[src/rtl/fpu_issue_sequencer.sv]
// FPU instruction issue sequencer: buffers ESC/FWAIT instructions from the CPU
// decode path, issues them one at a time to the FPU, returns store results and
// FWAIT barrier acknowledgements, and flushes the queue on FPU error or timeout.
module fpu_issue_sequencer #(
    parameter int unsigned DEPTH          = 4,
    parameter int unsigned TIMEOUT_CYCLES = 1024
) (
    input  logic                   clk,
    input  logic                   reset,
    input  logic                   req_valid,
    output logic                   req_ready,
    input  logic [7:0]             req_opcode,
    input  logic [7:0]             req_modrm,
    input  logic [79:0]            req_data,
    output logic                   rsp_valid,
    input  logic                   rsp_ready,
    output logic [79:0]            rsp_data,
    output logic                   rsp_error,
    output logic [7:0]             fpu_opcode,
    output logic [7:0]             fpu_modrm,
    output logic [79:0]            fpu_data_in,
    output logic                   fpu_execute,
    input  logic                   fpu_ready,
    input  logic                   fpu_error,
    input  logic [79:0]            fpu_data_out,
    output logic                   busy,
    output logic [$clog2(DEPTH):0] queue_count,
    output logic                   err_sticky,
    output logic                   timeout,
    input  logic                   err_clear
);

    localparam int unsigned PtrW = $clog2(DEPTH);
    localparam int unsigned CntW = $clog2(TIMEOUT_CYCLES + 1);
    localparam logic [PtrW:0]   FullCount  = (PtrW + 1)'(DEPTH);
    localparam logic [CntW-1:0] TimeoutVal = CntW'(TIMEOUT_CYCLES);

    typedef enum logic [2:0] {
        StIdle,
        StIssue,
        StWait,
        StResp,
        StBarrier,
        StFlush
    } state_e;

    logic [7:0]  op_mem    [DEPTH];
    logic [7:0]  md_mem    [DEPTH];
    logic [79:0] dat_mem   [DEPTH];
    logic        store_mem [DEPTH];
    logic        wait_mem  [DEPTH];

    state_e          state_q, state_d;
    logic [PtrW-1:0] wr_ptr_q, rd_ptr_q;
    logic [PtrW:0]   count_q, count_d;
    logic [CntW-1:0] cnt_q, cnt_d, cnt_inc;
    logic [79:0]     rsp_data_q, rsp_data_d;
    logic            rsp_error_q, rsp_error_d;
    logic [7:0]      fpu_op_q, fpu_md_q;
    logic [79:0]     fpu_dat_q;
    logic            cur_store_q;
    logic            err_sticky_q, timeout_q, timeout_d;
    logic            push, pop, clear, load_fpu, err_set;
    logic            enq_store;

    assign push      = req_valid && req_ready;
    assign cnt_inc   = cnt_q + 1'b1;
    assign enq_store = (req_opcode == 8'hDB && req_modrm[5:3] == 3'd7) ||
                       (req_opcode == 8'hDD && req_modrm[7:6] != 2'd3 &&
                        (req_modrm[5:3] == 3'd2 || req_modrm[5:3] == 3'd3));

    // FIFO storage; contents are don't-care until written, so no reset
    always_ff @(posedge clk) begin
        if (push) begin
            op_mem[wr_ptr_q]    <= req_opcode;
            md_mem[wr_ptr_q]    <= req_modrm;
            dat_mem[wr_ptr_q]   <= req_data;
            store_mem[wr_ptr_q] <= enq_store;
            wait_mem[wr_ptr_q]  <= (req_opcode == 8'h9B);
        end
    end

    // Next-state, pop/issue decisions, response capture and fault handling
    always_comb begin
        state_d     = state_q;
        cnt_d       = cnt_q;
        rsp_data_d  = rsp_data_q;
        rsp_error_d = rsp_error_q;
        timeout_d   = 1'b0;
        pop         = 1'b0;
        clear       = 1'b0;
        load_fpu    = 1'b0;
        err_set     = 1'b0;
        unique case (state_q)
            StIdle: begin
                if (count_q != '0) begin
                    pop = 1'b1;
                    if (wait_mem[rd_ptr_q]) begin
                        state_d = StBarrier;
                    end else begin
                        load_fpu = 1'b1;
                        state_d  = StIssue;
                    end
                end
            end
            StIssue: begin
                cnt_d   = '0;
                state_d = StWait;
            end
            StWait: begin
                if (fpu_ready) begin
                    if (fpu_error) begin
                        err_set = 1'b1;
                        clear   = 1'b1;
                        state_d = StFlush;
                    end else if (cur_store_q) begin
                        rsp_data_d  = fpu_data_out;
                        rsp_error_d = 1'b0;
                        state_d     = StResp;
                    end else begin
                        state_d = StIdle;
                    end
                end else begin
                    cnt_d = cnt_inc;
                    // Expire after exactly TIMEOUT_CYCLES cycles spent in WAIT
                    if (cnt_inc == TimeoutVal) begin
                        timeout_d = 1'b1;
                        err_set   = 1'b1;
                        clear     = 1'b1;
                        state_d   = StFlush;
                    end
                end
            end
            StResp: begin
                if (rsp_ready) begin
                    state_d = StIdle;
                end
            end
            StBarrier: begin
                rsp_data_d  = '0;
                rsp_error_d = err_sticky_q;
                state_d     = StResp;
            end
            StFlush: begin
                clear = 1'b1;
                if (cur_store_q) begin
                    rsp_data_d  = fpu_data_out;
                    rsp_error_d = 1'b1;
                    state_d     = StResp;
                end else begin
                    state_d = StIdle;
                end
            end
            default: state_d = StIdle;
        endcase
    end

    // Queue occupancy: a flush overrides any push or pop in the same cycle
    always_comb begin
        count_d = count_q;
        if (clear) begin
            count_d = '0;
        end else if (push && !pop) begin
            count_d = count_q + 1'b1;
        end else if (pop && !push) begin
            count_d = count_q - 1'b1;
        end
    end

    // State registers with synchronous active-low reset
    always_ff @(posedge clk) begin
        if (!reset) begin
            state_q      <= StIdle;
            wr_ptr_q     <= '0;
            rd_ptr_q     <= '0;
            count_q      <= '0;
            cnt_q        <= '0;
            rsp_data_q   <= '0;
            rsp_error_q  <= 1'b0;
            fpu_op_q     <= '0;
            fpu_md_q     <= '0;
            fpu_dat_q    <= '0;
            cur_store_q  <= 1'b0;
            err_sticky_q <= 1'b0;
            timeout_q    <= 1'b0;
        end else begin
            state_q     <= state_d;
            count_q     <= count_d;
            cnt_q       <= cnt_d;
            rsp_data_q  <= rsp_data_d;
            rsp_error_q <= rsp_error_d;
            timeout_q   <= timeout_d;
            if (clear) begin
                wr_ptr_q <= '0;
                rd_ptr_q <= '0;
            end else begin
                if (push) wr_ptr_q <= wr_ptr_q + 1'b1;
                if (pop)  rd_ptr_q <= rd_ptr_q + 1'b1;
            end
            if (load_fpu) begin
                fpu_op_q    <= op_mem[rd_ptr_q];
                fpu_md_q    <= md_mem[rd_ptr_q];
                fpu_dat_q   <= dat_mem[rd_ptr_q];
                cur_store_q <= store_mem[rd_ptr_q];
            end
            if (err_set) begin
                err_sticky_q <= 1'b1;
            end else if (err_clear) begin
                err_sticky_q <= 1'b0;
            end
        end
    end

    assign req_ready   = (count_q != FullCount) && (state_q != StFlush);
    assign rsp_valid   = (state_q == StResp);
    assign rsp_data    = rsp_data_q;
    assign rsp_error   = rsp_error_q;
    assign fpu_opcode  = fpu_op_q;
    assign fpu_modrm   = fpu_md_q;
    assign fpu_data_in = fpu_dat_q;
    assign fpu_execute = (state_q == StIssue);
    assign busy        = (count_q != '0) || (state_q != StIdle);
    assign queue_count = count_q;
    assign err_sticky  = err_sticky_q;
    assign timeout     = timeout_q;

endmodule

[config.mk]
export PLATFORM = sky130hd
export DESIGN_NAME = fpu_issue_sequencer
export DESIGN_NICKNAME = d
export VERILOG_FILES = /design/src/rtl/fpu_issue_sequencer.sv
export SDC_FILE = /design/constraint.sdc
export NUM_CORES = 1
export LEC_CHECK = 0
export ABC_AREA = 1
export CORE_AREA = 3 3 242 244
export CTS_CLUSTER_SIZE = 30
export DETAILED_ROUTE_END_ITERATION = 8
export DIE_AREA = 0 0 245 247
export PLACE_DENSITY = 0.58
export SYNTH_ARGS = -nofsm -noshare
export SYNTH_HDL_FRONTEND = slang
export SYNTH_SLANG_ARGS = --single-unit
[constraint.sdc]
create_clock -name clk -period 16.5 [get_ports clk]
set_input_delay 4.125 -clock clk [delete_from_list [all_inputs] [get_ports clk]]
set_output_delay 4.125 -clock clk [all_outputs]
set_load 0.1 [all_outputs]
; ---- Yosys cells after proc, flatten, opt, wreduce, memory -nomap -nowiden
; Memory sizes are Yosys's and may differ from the RTL's. A register that Yosys moved wholly into a read port is not among the register bits.
; Cells that the tools add are included.
[op_classes]
eq_ne = 23
muxes = 37
n_reduce_logical = 29
addsub = 5
bitwise = 2
[ops]
columns = operator, n
row1 = two-way mux 80 bit, 3
row2 = one-hot mux 80 bit (3 select lines), 1
row3 = == test 8 bit (second input constant), 3
row4 = two-way mux 3 bit, 8
row5 = one-hot mux 11 bit (2 select lines), 1
row6 = one-hot mux 3 bit (6 select lines), 1
row7 = two-way mux 1 bit, 17
row8 = inequality test 2 bit (second input constant), 7
row9 = == test 3 x 2 -> 1 bit (second input constant), 4
row10 = adder 11 x 1 -> 11 bit (second input constant), 1
row11 = == test 11 bit (second input constant), 1
row12 = two-way mux 11 bit, 1
row13 = == test 3 bit (second input constant), 3
row14 = inequality test 3 bit (second input constant), 3
row15 = nonzero test 3 bit, 3
row16 = logical AND 1 bit, 7
row17 = logical NOT 1 bit, 6
row18 = two-way mux 2 bit, 3
row19 = AND reduction 3 bit, 2
row20 = nonzero test 2 bit, 3
row21 = AND reduction 5 bit, 1
row22 = adder 2 x 1 -> 2 bit (second input constant), 2
row23 = adder 3 x 1 -> 3 bit (second input constant), 1
row24 = == test 3 x 1 -> 1 bit (second input constant), 1
row25 = 10 further kinds, 13
[word_totals]
out_inout_bits = 186
in_bits = 183
ff_bits = 104
word_cells = 110
ram_bits = 392
mem_count = 5
[mem_list]
columns = memory, words, word_bits, rd, rd_clocked_by_memory_dff, wr, line_no
row1 = dat_mem, 4, 80, 1, 1, 1, 49  ; logic [79:0] dat_mem [DEPTH];
row2 = md_mem, 4, 8, 1, 1, 1, 48  ; logic [7:0] md_mem [DEPTH];
row3 = op_mem, 4, 8, 1, 1, 1, 47  ; logic [7:0] op_mem [DEPTH];
row4 = store_mem, 4, 1, 1, 1, 1, 50  ; logic store_mem [DEPTH];
row5 = wait_mem, 4, 1, 1, 1, 1, 51  ; logic wait_mem [DEPTH];

; ---- Logic depth before layout (Yosys ltp)
[logic_depth]
ltp_word = 7
depth_mapped = 14
mapped_depth_nobuf = 14

; ---- Worst setup path after synthesis
; OpenSTA, ideal clock, no wires.
[synth_path]
path_type = input to register
from = in req_valid
to = mem dat_mem[0][0] (enable)
n_path_buf = 0
cell_stages = 2
slack_ns = 7.533
required_ns = 15.944
setup_time_ns = 0.556
arrival_time_ns = 8.411
cell_sequence = nand2_1 > nor2_1
[synth_between]
elab_chain_len = 3
[synth_lines]
columns = item, line_no
row1 = "start, declared", 10  ; input logic req_valid,
row2 = logical AND 1 bit, 66  ; assign push = req_valid && req_ready;
row3 = two-way mux 1 bit, 74  ; if (push) begin
row4 = two-way mux 1 bit (not written as such), 77  ; dat_mem[wr_ptr_q] <= req_data;
row5 = "end, declared", 49
; No other way between the ends.

; ---- Worst setup path after layout
[layout_path]
from = reg count_q[0], in the netlist queue_count[0]
to = out busy
[layout_between]
elab_chain_len = 2
[layout_lines]
columns = item, line_no
row1 = "start, declared", 55  ; logic [PtrW:0] count_q, count_d;
row2 = "start signal, assigned", 188  ; count_q <= count_d;
row3 = nonzero test 3 bit, 222  ; assign busy = (count_q != '0) || (state_q != StIdle);
row4 = logical OR 1 bit, 222
row5 = "end, declared", 26  ; output logic busy,
; No other way between the ends.

==> impl_metrics.yaml <==
status:
  status: "completed"
synth:
  synthTopCellsByArea: "edfxtp_1 52%, dfxtp_1 18%, a21oi_1 4.3%"
  synth_top_cell_by_area: "edfxtp_1"
  yosysUniqueCellTypes: 35
  ys_async_sr_fraction: 0
  netlist.area_leader.share: 0.5227
  dominantRegCellSynth: "edfxtp_1"
  avgSynthCellArea_um2: 11.41
  ys_ff_latch: 595
  syn-num-nets: 2163
  yosysWarningCount: 0
  synth_cells: 1973
  yosys-top-cells-count: "392 x edfxtp_1, 243 x nand2_1, 232 x nor2_1, 203 x dfxtp_1, 193 x a21oi_1"
  synth_edf_count: 392
  synth.cell_area_um2: 22520
  seq_area_frac_synth: 0.7031
  synth.most_common_cell: "edfxtp_1"
cts:
  clockBufferDepth: 3
  numClockSinks: 595
  ctsHoldBuffers: 0
  htree_levels: 2
  numCtsBuffers: 61
  ctsResizeCount: 0
  cts_tree: "built"
  clk_pin_slew_ps: 60
  clkLatencyLatePin_ps: 630
  cts_setup_buffers: 0
  cts_root_buffer: "clkbuf_16"
worst_setup_path:
  r2r_cells: 8
  setup.worst_path.end_class: "output port"
  r2r_slack_ps: 13050
  worst_path_max_delay_cell: "clkdlybuf4s50_1"
  cp_max_fo: 15
  path_cells: "nor3_1 -> inv_4 -> nor2_1 -> inv_1 -> clkdlybuf4s50_1"
  required_ps: 12380
  arrival_ps: 2910
  r2r_end: "rsp_data[73]"
  critical-path-top-delay-family: "buffers and inverters"
  r2r-start: "state_q[0]"
  path_class: "flop to output port"
  crit_path_start_kind: "flop"
  crit_buf_inv: 3
  critPathMaxStageDelay_ps: 1000
sta:
  period_needed_ps: 7036
  final_hold_viol_count: 0
  skew_ps: 23.56
  slew_violations: 0
  setup_tns_ps: 0
  rsz0062_at_grt: "false"
  timing_worst_slew_pin_value_ps: 1209
  fin_crit_sh: 0.4264
  setup_ws_ps: 9464
  slew_headroom: 0.1941
  setup_viol: 0
  max_freq_ghz: 0.1421
  hold_slack_ps: 457.3
worst_hold_path:
  whs_path_depth: 2
  hp-class: "flop to flop"
  min_from: "fpu_data_in[57]"
  holdPathEnd: "fpu_data_in[57]"
routing:
  post_drt_wl_per_cell_um: 19.53
  drtIter0Drc: 1036
  drc: 0
  dr.pass1.iters: 6
  vias: 15950
  via_per_inst: 5.150
  ant_nets: 0
  routed_wl_um: 60470
layout:
  multiInputGateArea_um2: 5921
  final_nets: 2473
  drive_above_1_share: 0.06250
  areaGrowthSynthToFinish_pct: 28.20
  seq_area_um2: 15840
  finish.instance_area_um2: 28870
  nFillCells: 4858
global_route:
  top_usage_layer: "met2"
  met3_usage: 0.04945
  global_route.usage.met2: 0.3114
  grtUsageMet1: 0.2605
  grt_use_total: 0.1928
  grt_max_degree: 142
  grt_pass1_vias: 15415
  grt_pass1_wl_um: 91340
  grt-ovfl-total: 0
  grt_antenna_before_repair: 10
floorplanning:
  die_h_um: 247
  die_x_um: 245
  core_um2: 56500
  die_area_um2: 60520
  initial_core_util: 0.3986
  rows: 87
  ioPinCount: 369
placement:
  dp_slack_ps: 9520
  gp_congestion: 0.8529
  dpl_cell_area_um2: 26690
  dpl.hpwl_um: 35440
  port_buffers: 368
run:
  maxCapViolCount: 0
power_and_ir_drop:
  ir_worst_vdd_v: 0.0001460
  p_leak_nw: 9.517
  power_density_nw_per_um2: 194.2
==> logic make-up after synthesis <==
kind of cell / count (synthesis) / synth area share
AO/OA/AOI/OAI: 499 / 0.1171
flip-flops: 595 / 0.7031
AND/OR/NAND/NOR: 688 / 0.1379
XOR/XNOR: 4 / 0.001555
multiplexers: 1 / 0.0004445
buffers and inverters: 179 / 0.03567
adder cells (fa/ha/maj): 7 / 0.004222
==> how the worst max path moves through the flow <==
stage,from,end,cells past startpoint
floorplan,req_valid,dat_mem[0][0],2
global placement,req_valid,dat_mem[1][48],5
detailed placement,req_valid,dat_mem[2][76],5
CTS,queue_count[0],busy,5
global route,queue_count[0],busy,5
finish,queue_count[0],busy,5
==> placed cells by master (no fill, tap or decap), drive strengths merged <==
cell | synthesis | layout
clkbuf | 78 | 91
o21bai | 2 | 2
inv | 40 | 41
bufinv | 0 | 6
a311oi | 1 | 1
nand2 | 246 | 246
clkinv | 0 | 17
diode | 0 | 5
o22ai | 97 | 97
a211oi | 1 | 1
xor2 | 4 | 4
nor2 | 237 | 237
nand4 | 4 | 4
dfxtp | 203 | 203
o21ai | 204 | 204
nand3b | 84 | 84
edfxtp | 392 | 392
ha | 6 | 6
clkinvlp | 0 | 1
nor3 | 6 | 6
mux2i | 1 | 1
buf | 61 | 18
clkdlybuf4s50 | 0 | 368
fa | 1 | 1
nand3 | 111 | 111
o21a | 1 | 1
a21oi | 193 | 193
==> registers in the layout (all words and copies together) (netlist names), 4 cells and up, named ones only <==
signal and cells:
fpu_data_in 80, fpu_opcode 8, wait_mem 4, rsp_data 80, fpu_modrm 8, cnt_q 11
store_mem 4, op_mem 32, dat_mem 320, md_mem 32
==> layout make-up <==
class / count / area share
sequential: 595 / 0.5487
multi-input combinational: 1199 / 0.2051
timing repair buffer: 386 / 0.1323
clock buffer: 91 / 0.06414
tap: 756 / 0.03276
clock inverter: 25 / 0.01096
inverter: 40 / 0.005677
antenna: 5 / 0.0004334
==> layer usage <==
layer  vias to the layer above  part of all wire
li1                       7681                 -
met1                      7672              0.44
met2                       504              0.46
met3                        83             0.075
met4                        10             0.021
met5                         -            0.0012
==> worst register-to-register path, delay by kind of cell (launching register included) <==
| family | cells | cell delay [ps] |
|---|---|---|
| AOI/OAI and AO/OA | 1 | 70 |
| DFF | 1 | 390 |
| and+or+nand+nor | 4 | 1350 |
| buffers and inverters | 3 | 1450 |
==> per-stage QoR <==
step | std cells | utilization | power [W]
after floorplan | 1973 | - | 0.003628
after global placement | 2976 | 0.4725 | 0.004188
after detailed placement | 2976 | 0.4725 | 0.004206
after CTS | 3092 | 0.5108 | 0.005663
after global routing | 3095 | 0.5110 | 0.005879
final | 3097 | 0.5111 | 0.005606
==> report_power, final <==
part,internal [W],total (W),switching [W]
clock,0.000871,0.00145,0.000575
combinational,0.000513,0.00217,0.00166
sequential,0.00185,0.00199,0.000139
(Power assumes the default switching activity.)
